`src/rtl/clock_ctrl_pkg.sv`:
```
// Shared types and constants for the HMS time-of-day sequencer.
//   state_e       : CLOCK / SET_SEC / SET_MIN / SET_HR mode state
//   rep_phase_e   : auto-repeat phase of the increment button
//   POS_*, MODE_* : encodings driven on o_position / o_mode
//   BLANK_*       : digit-pair masks for o_blank
//   pos_of_state, blank_of_state : decode helpers from state
package clock_ctrl_pkg;

   typedef enum logic [1:0] {
      StClock  = 2'd0,
      StSetSec = 2'd1,
      StSetMin = 2'd2,
      StSetHr  = 2'd3
   } state_e;

   typedef enum logic [1:0] {
      RpIdle   = 2'd0,
      RpHold   = 2'd1,
      RpRepeat = 2'd2
   } rep_phase_e;

   localparam logic [1:0] POS_SEC    = 2'b00;
   localparam logic [1:0] POS_MIN    = 2'b01;
   localparam logic [1:0] POS_HR     = 2'b10;

   localparam logic       MODE_CLOCK = 1'b0;
   localparam logic       MODE_SETUP = 1'b1;

   localparam logic [5:0] BLANK_NONE = 6'b000000;
   localparam logic [5:0] BLANK_SEC  = 6'b000011;
   localparam logic [5:0] BLANK_MIN  = 6'b001100;
   localparam logic [5:0] BLANK_HR   = 6'b110000;

   // CLOCK reports the SEC position so o_position never shows 11.
   function automatic logic [1:0] pos_of_state(state_e s);
      logic [1:0] pos;
      unique case (s)
         StClock:  pos = POS_SEC;
         StSetSec: pos = POS_SEC;
         StSetMin: pos = POS_MIN;
         StSetHr:  pos = POS_HR;
      endcase
      return pos;
   endfunction

   function automatic logic [5:0] blank_of_state(state_e s);
      logic [5:0] mask;
      unique case (s)
         StClock:  mask = BLANK_NONE;
         StSetSec: mask = BLANK_SEC;
         StSetMin: mask = BLANK_MIN;
         StSetHr:  mask = BLANK_HR;
      endcase
      return mask;
   endfunction

endpackage

```
`src/rtl/key_repeat.sv`:
```
// Auto-repeat generator for the increment button.
// Ports:
//   clk, rst_n : system clock, synchronous active-low reset
//   i_press    : one-cycle press edge of the button
//   i_held     : debounced button level
//   i_tick     : repeat timebase pulse (100 Hz)
//   i_clear    : abort any repeat in progress (mode/field change)
//   o_fire     : combinational one-cycle fire request, registered by the parent
module key_repeat
   import clock_ctrl_pkg::*;
#(
   parameter int unsigned HOLD_TICKS   = 50,
   parameter int unsigned REPEAT_TICKS = 10,
   parameter int unsigned CNT_W        = 8
) (
   input  logic clk,
   input  logic rst_n,
   input  logic i_press,
   input  logic i_held,
   input  logic i_tick,
   input  logic i_clear,
   output logic o_fire
);

   logic [CNT_W-1:0] r_cnt;
   logic [CNT_W-1:0] w_cnt_next;
   logic [CNT_W-1:0] w_cnt_inc;
   logic [CNT_W-1:0] w_limit;
   rep_phase_e       r_phase;
   rep_phase_e       w_phase_next;
   logic             w_fire;

   always_comb begin
      w_fire       = 1'b0;
      w_cnt_next   = r_cnt;
      w_phase_next = r_phase;
      w_cnt_inc    = r_cnt + CNT_W'(1);
      w_limit      = (r_phase == RpHold) ? CNT_W'(HOLD_TICKS) : CNT_W'(REPEAT_TICKS);

      if (i_clear) begin
         w_cnt_next   = '0;
         w_phase_next = RpIdle;
      end else if (i_press) begin
         w_fire       = 1'b1;
         w_cnt_next   = '0;
         w_phase_next = RpHold;
      end else if (!i_held) begin
         w_cnt_next   = '0;
         w_phase_next = RpIdle;
      end else if ((r_phase != RpIdle) && i_tick) begin
         // A held button that was never pressed in this field stays idle.
         if (w_cnt_inc == w_limit) begin
            w_fire       = 1'b1;
            w_cnt_next   = '0;
            w_phase_next = RpRepeat;
         end else begin
            w_cnt_next = w_cnt_inc;
         end
      end
   end

   always_ff @(posedge clk) begin
      if (!rst_n) begin
         r_cnt   <= '0;
         r_phase <= RpIdle;
      end else begin
         r_cnt   <= w_cnt_next;
         r_phase <= w_phase_next;
      end
   end

   assign o_fire = w_fire;

endmodule

```
`src/rtl/clock_setup_ctrl.sv`:
```
// CLOCK/SETUP sequencer for the HMS time-of-day datapath. Produces one-cycle
// increment enables for the sec/min/hr counters, runs the mode/field FSM,
// auto-repeats the set button and drives the per-digit blink mask.
// Ports:
//   clk, rst_n          : 50 MHz clock, synchronous active-low reset
//   i_tick_1hz          : 1 Hz timebase pulse
//   i_tick_100hz        : 100 Hz pulse for auto-repeat timing
//   i_tick_blink        : 4 Hz pulse toggling blink phase
//   i_sw0/i_sw1/i_sw2   : mode / position / increment button levels
//   i_sec_at_max        : sec counter == 59
//   i_min_at_max        : min counter == 59
//   o_mode              : 0 = CLOCK, 1 = SETUP
//   o_position          : 00 SEC, 01 MIN, 10 HR
//   o_sec/min/hr_inc    : registered one-cycle increment enables
//   o_blank             : digit blank mask, 1 = blank
module clock_setup_ctrl
   import clock_ctrl_pkg::*;
#(
   parameter int unsigned HOLD_TICKS   = 50,
   parameter int unsigned REPEAT_TICKS = 10,
   parameter int unsigned CNT_W        = 8
) (
   input  logic       clk,
   input  logic       rst_n,
   input  logic       i_tick_1hz,
   input  logic       i_tick_100hz,
   input  logic       i_tick_blink,
   input  logic       i_sw0,
   input  logic       i_sw1,
   input  logic       i_sw2,
   input  logic       i_sec_at_max,
   input  logic       i_min_at_max,
   output logic       o_mode,
   output logic [1:0] o_position,
   output logic       o_sec_inc,
   output logic       o_min_inc,
   output logic       o_hr_inc,
   output logic [5:0] o_blank
);

   state_e     r_state;
   state_e     w_state_next;

   logic       r_prev_sw0;
   logic       r_prev_sw1;
   logic       r_prev_sw2;
   logic       w_press_sw0;
   logic       w_press_sw1;
   logic       w_press_sw2;

   logic       w_setup;
   logic       w_rep_clear;
   logic       w_fire;

   logic       r_sec_inc;
   logic       r_min_inc;
   logic       r_hr_inc;
   logic       w_sec_inc_next;
   logic       w_min_inc_next;
   logic       w_hr_inc_next;

   logic       r_blink;
   logic       w_blink_next;
   logic [5:0] r_blank;
   logic [5:0] w_blank_next;

   assign w_press_sw0 = i_sw0 & ~r_prev_sw0;
   assign w_press_sw1 = i_sw1 & ~r_prev_sw1;
   assign w_press_sw2 = i_sw2 & ~r_prev_sw2;

   assign w_setup     = (r_state != StClock);

   // Any mode or field change aborts the repeat and swallows a coincident sw2 press.
   assign w_rep_clear = ~w_setup | w_press_sw0 | w_press_sw1;

   key_repeat #(
      .HOLD_TICKS   (HOLD_TICKS),
      .REPEAT_TICKS (REPEAT_TICKS),
      .CNT_W        (CNT_W)
   ) u_key_repeat (
      .clk     (clk),
      .rst_n   (rst_n),
      .i_press (w_press_sw2),
      .i_held  (i_sw2),
      .i_tick  (i_tick_100hz),
      .i_clear (w_rep_clear),
      .o_fire  (w_fire)
   );

   // Mode/field FSM; sw0 takes priority over sw1.
   always_comb begin
      w_state_next = r_state;
      unique case (r_state)
         StClock: begin
            if (w_press_sw0) w_state_next = StSetSec;
         end
         StSetSec: begin
            if (w_press_sw0)      w_state_next = StClock;
            else if (w_press_sw1) w_state_next = StSetMin;
         end
         StSetMin: begin
            if (w_press_sw0)      w_state_next = StClock;
            else if (w_press_sw1) w_state_next = StSetHr;
         end
         StSetHr: begin
            if (w_press_sw0)      w_state_next = StClock;
            else if (w_press_sw1) w_state_next = StSetSec;
         end
      endcase
   end

   // Increment enables; CLOCK follows the 1 Hz carry chain, SETUP only the
   // selected field from the repeat engine. The current state decides, so a
   // tick coinciding with the CLOCK->SETUP press is still honoured.
   always_comb begin
      w_sec_inc_next = 1'b0;
      w_min_inc_next = 1'b0;
      w_hr_inc_next  = 1'b0;
      unique case (r_state)
         StClock: begin
            w_sec_inc_next = i_tick_1hz;
            w_min_inc_next = i_tick_1hz & i_sec_at_max;
            w_hr_inc_next  = i_tick_1hz & i_sec_at_max & i_min_at_max;
         end
         StSetSec: w_sec_inc_next = w_fire;
         StSetMin: w_min_inc_next = w_fire;
         StSetHr:  w_hr_inc_next  = w_fire;
      endcase
   end

   // Holding sw2 keeps the field visible while it is being adjusted.
   always_comb begin
      w_blink_next = w_setup ? (r_blink ^ i_tick_blink) : 1'b0;
      w_blank_next = BLANK_NONE;
      if (w_setup && r_blink && !i_sw2) begin
         w_blank_next = blank_of_state(r_state);
      end
   end

   always_ff @(posedge clk) begin
      if (!rst_n) begin
         r_state    <= StClock;
         // History starts high so a button held through reset is not a press.
         r_prev_sw0 <= 1'b1;
         r_prev_sw1 <= 1'b1;
         r_prev_sw2 <= 1'b1;
         r_sec_inc  <= 1'b0;
         r_min_inc  <= 1'b0;
         r_hr_inc   <= 1'b0;
         r_blink    <= 1'b0;
         r_blank    <= BLANK_NONE;
      end else begin
         r_state    <= w_state_next;
         r_prev_sw0 <= i_sw0;
         r_prev_sw1 <= i_sw1;
         r_prev_sw2 <= i_sw2;
         r_sec_inc  <= w_sec_inc_next;
         r_min_inc  <= w_min_inc_next;
         r_hr_inc   <= w_hr_inc_next;
         r_blink    <= w_blink_next;
         r_blank    <= w_blank_next;
      end
   end

   assign o_mode     = w_setup ? MODE_SETUP : MODE_CLOCK;
   assign o_position = pos_of_state(r_state);
   assign o_sec_inc  = r_sec_inc;
   assign o_min_inc  = r_min_inc;
   assign o_hr_inc   = r_hr_inc;
   assign o_blank    = r_blank;

endmodule
```
`config.mk`:
```
export PLATFORM = sky130hd
export DESIGN_NAME = clock_setup_ctrl
export DESIGN_NICKNAME = d
export VERILOG_FILES = /design/src/rtl/clock_ctrl_pkg.sv /design/src/rtl/key_repeat.sv /design/src/rtl/clock_setup_ctrl.sv
export SDC_FILE = /design/constraint.sdc
export NUM_CORES = 1
export LEC_CHECK = 0
export CAP_MARGIN = 5
export CORE_UTILIZATION = 40
export DETAILED_ROUTE_END_ITERATION = 8
export RECOVER_POWER = 25
export SETUP_SLACK_MARGIN = 0.05
export SLEW_MARGIN = 25
export SYNTH_ARGS = -nofsm -noshare
export SYNTH_HDL_FRONTEND = slang
export SYNTH_SLANG_ARGS = --single-unit
```
`constraint.sdc`:
```
create_clock -name clk -period 2.1 [get_ports clk]
set_input_delay 0.42 -clock clk [delete_from_list [all_inputs] [get_ports clk]]
set_output_delay 0.42 -clock clk [all_outputs]
set_load 0.005 [all_outputs]
```
==> results.sh <==
export IMPL_cp_start_kind="register"
export IMPL_root_buffer="clkbuf_4"
export IMPL_relSlewSlack_pct=74.98
export IMPL_drc_errors=0
export IMPL_combinationalPowerShare_pct=12.0
export IMPL_syn_inst=131
export IMPL_p_sw_mw=0.1808
export IMPL_initial_core_util_pct=43.12
export IMPL_max_clock_path_buffers=2
export IMPL_dpl_cell_area_sq_um=1465
export IMPL_firstDrtPassIters=4
export IMPL_multi_input_area_sq_um=725.7
export IMPL_postLayoutSetupSlackWorst_ns=0.1167
export IMPL_worst_setup_path_end_kind="output pin"
export IMPL_via_count=1021
export IMPL_vdd_drop_max_mv=0.3698
export IMPL_synth_area_sq_um=1220
export IMPL_synth_async_sr_flop_share_pct=0
export IMPL_die_y_um=57.23
export IMPL_min_period_ns=1.983
export IMPL_cts_buffers=3
export IMPL_overflow=0
export IMPL_rrSetupSlack_ns=0.18
export IMPL_drive_above_1_share_pct=14.74
export IMPL_crit_path_max_fanout=7
export IMPL_antenna_found_initial=0
export IMPL_p_leak_nw=0.5719
export IMPL_critical_path_class="reg2out"
export IMPL_via_per_inst=5.460
export IMPL_ys_seq_area_share_pct=36.10
export IMPL_fmax_mhz=504.2
export IMPL_dp_slack_ns=0.1134
export IMPL_drv_cap=0
export IMPL_r2r_end="o_min_inc"
export IMPL_grt_max_degree=14
export IMPL_netSwitchingFraction_pct=21.02
export IMPL_ys_ff_latch=22
export IMPL_synth_ff_type="dfxtp_1"
export IMPL_grtUsageTotal_pct=16.67
export IMPL_grt_pass1_wl_um=4181
export IMPL_worstRegToRegCells=6
export IMPL_rsz0062_at_grt="true"
export IMPL_internal_power_mw=0.6790
export IMPL_holdPathStages=1
export IMPL_clk_latency_ns=0.31
export IMPL_seq_area_sq_um=442.9
export IMPL_area_growth_pct=26.36
export IMPL_timing_rr_start="u_key_repeat.r_phase[0]"
export IMPL_powerDensity_nw_per_um2=557.8
export IMPL_layout_common_cells="20 x clkdlybuf4s50_1, 20 x dfxtp_1, 9 x nor2_1"
export IMPL_post_dp_hpwl_um=1944
export IMPL_syn_avg_cell_area_sq_um=9.312
export IMPL_rows=19
export IMPL_drtIter0Drc=83
export IMPL_design_area_sq_um=1541
export IMPL_worstMarginPinSlew_ns=0.3753
export IMPL_gp_congestion=0.8379
export IMPL_ios=22
export IMPL_port_buffer_count=21
export IMPL_yosysWarnings=0
export IMPL_cts_tree="built"
export IMPL_hold_buffers=0
export IMPL_antenna_left=0
export IMPL_cts_htree_levels=1
export IMPL_synth_cell_types=41
export IMPL_clk_pin_slew_worst_paths_ns=0.12
export IMPL_core_area_sq_um=2829
export IMPL_status="finished, final reports clean"
export IMPL_cp_required_ns=1.68
export IMPL_fp_dieArea_sq_um=3275
export IMPL_die_x_um=57.23
export IMPL_fill_cells=248
export IMPL_routed_wl_um=2516
export IMPL_grt_pass1_vias=983
export IMPL_routedWlPerCell_um=13.45
export IMPL_clockPowerShare_pct=37.4
export IMPL_cts_sinks=22
export IMPL_finalHoldViolations=0
export IMPL_finClkSkew_ns=0.001711
export IMPL_fin_crit_sh_pct=94.44
export IMPL_setup_tns_ns=0
export IMPL_crit_start="r_state[1]"
export IMPL_antennaDiodeCount=0
export IMPL_postSynthNetCount=147
export IMPL_setup_viol=0
export IMPL_holdCritStartpoint="r_state[0]"
export IMPL_synth_edf_count=0
export IMPL_cp_arrival_ns=1.56
export IMPL_post_route_util_pct=54.49
export IMPL_holdPathEnd="r_state[0]"
export IMPL_drv_slew=0
export IMPL_power_frac_seq_pct=50.7
export IMPL_worstHoldPathType="reg2reg"
export IMPL_final_nets=173
Yosys cell counts, types with 3 or more instances:
library cell  number  area share, %
nand3_1            5            2.1
nand2_1            8            2.5
nor2_1            10            3.1
and2_1             3            1.5
and3_1             4            2.1
o21ai_0            5            2.1
nor3_1             6            2.5
xnor2_1            6            4.3
dfxtp_1           22             36
a21oi_1            6            2.5
xor2_1             3            2.2
inv_1              6            1.8
buf_4              4            2.5
ha_1               6            6.2
nand2b_1           6            3.1
layout make-up:
type	instances	share of cell area (%)
sequential	22	28.73
clock buffer	3	1.461
timing repair buffer	28	16.80
multi-input combinational	96	47.08
clock inverter	1	1.948
tap	31	2.516
inverter	6	1.461
power groups by stage:
stage,Sequential [mW],Clock (mW),Combinational [mW]
detailed placement,0.445,0,0.0957
floorplan,0.443,0,0.0520
global route,0.437,0.346,0.112
CTS,0.436,0.329,0.0983
finish,0.436,0.321,0.103
global placement,0.444,0,0.0958
kinds of logic after synthesis:
group	synth area share, %
and+or+nand+nor	23.90
AOI/OAI and AO/OA	16.10
DFF	36.10
buffers and inverters	6.461
xor gates and xnor gates	9.642
adders and majority gates	6.154
muxes	1.641
repair_timing:
item	in CTS	in global routing
resized for setup	2	5
endpoints found under the setup margin	1	3
buffers inserted	0	0
state kept, by name, summed over array words and instances, names as in the netlist:
signal / count
u_key_repeat.r_cnt: 8
o_blank: 3
r_state: 2
u_key_repeat.r_phase: 2
o_hr_inc: 1
o_min_inc: 1
o_sec_inc: 1
r_blink: 1
r_prev_sw0: 1
r_prev_sw1: 1
r_prev_sw2: 1
per-layer routing:
layer | vias up | wire length [um] | global-route usage [%]
li1 | 510 | - | -
met1 | 470 | 1128 | 19.35
met2 | 33 | 1252 | 31.09
met3 | 8 | 87 | 2.041
met4 | 0 | 48 | 6.272
met5 | - | 0 | 0
through the flow:
stage	std cells	hold WS (ns)	total power, mW
finish	187	0.4659	0.8598
global route	187	0.4821	0.8960
CTS	187	0.4667	0.8627
detailed placement	183	0.4787	0.5403
global placement	183	0.4818	0.5399
floorplan	131	0.4528	0.4954
critical path, stage by stage (launching register included):
cell and delay [ns]:
dfxtp_2 0.36, inv_1 0.12, ha_4 0.21, inv_1 0.07, clkdlybuf4s50_1 0.50
how the worst max path moves through the flow:
stage | end | slack [ns] | cells past startpoint
floorplan | o_min_inc | 0.21 | 7
global placement | u_key_repeat.r_cnt[1] | 0.16 | 6
detailed placement | u_key_repeat.r_cnt[1] | 0.11 | 6
CTS | o_mode | 0.06 | 4
global route | o_mode | 0.04 | 4
finish | o_mode | 0.12 | 4
Note: power is estimated with default switching activity, not from simulation.
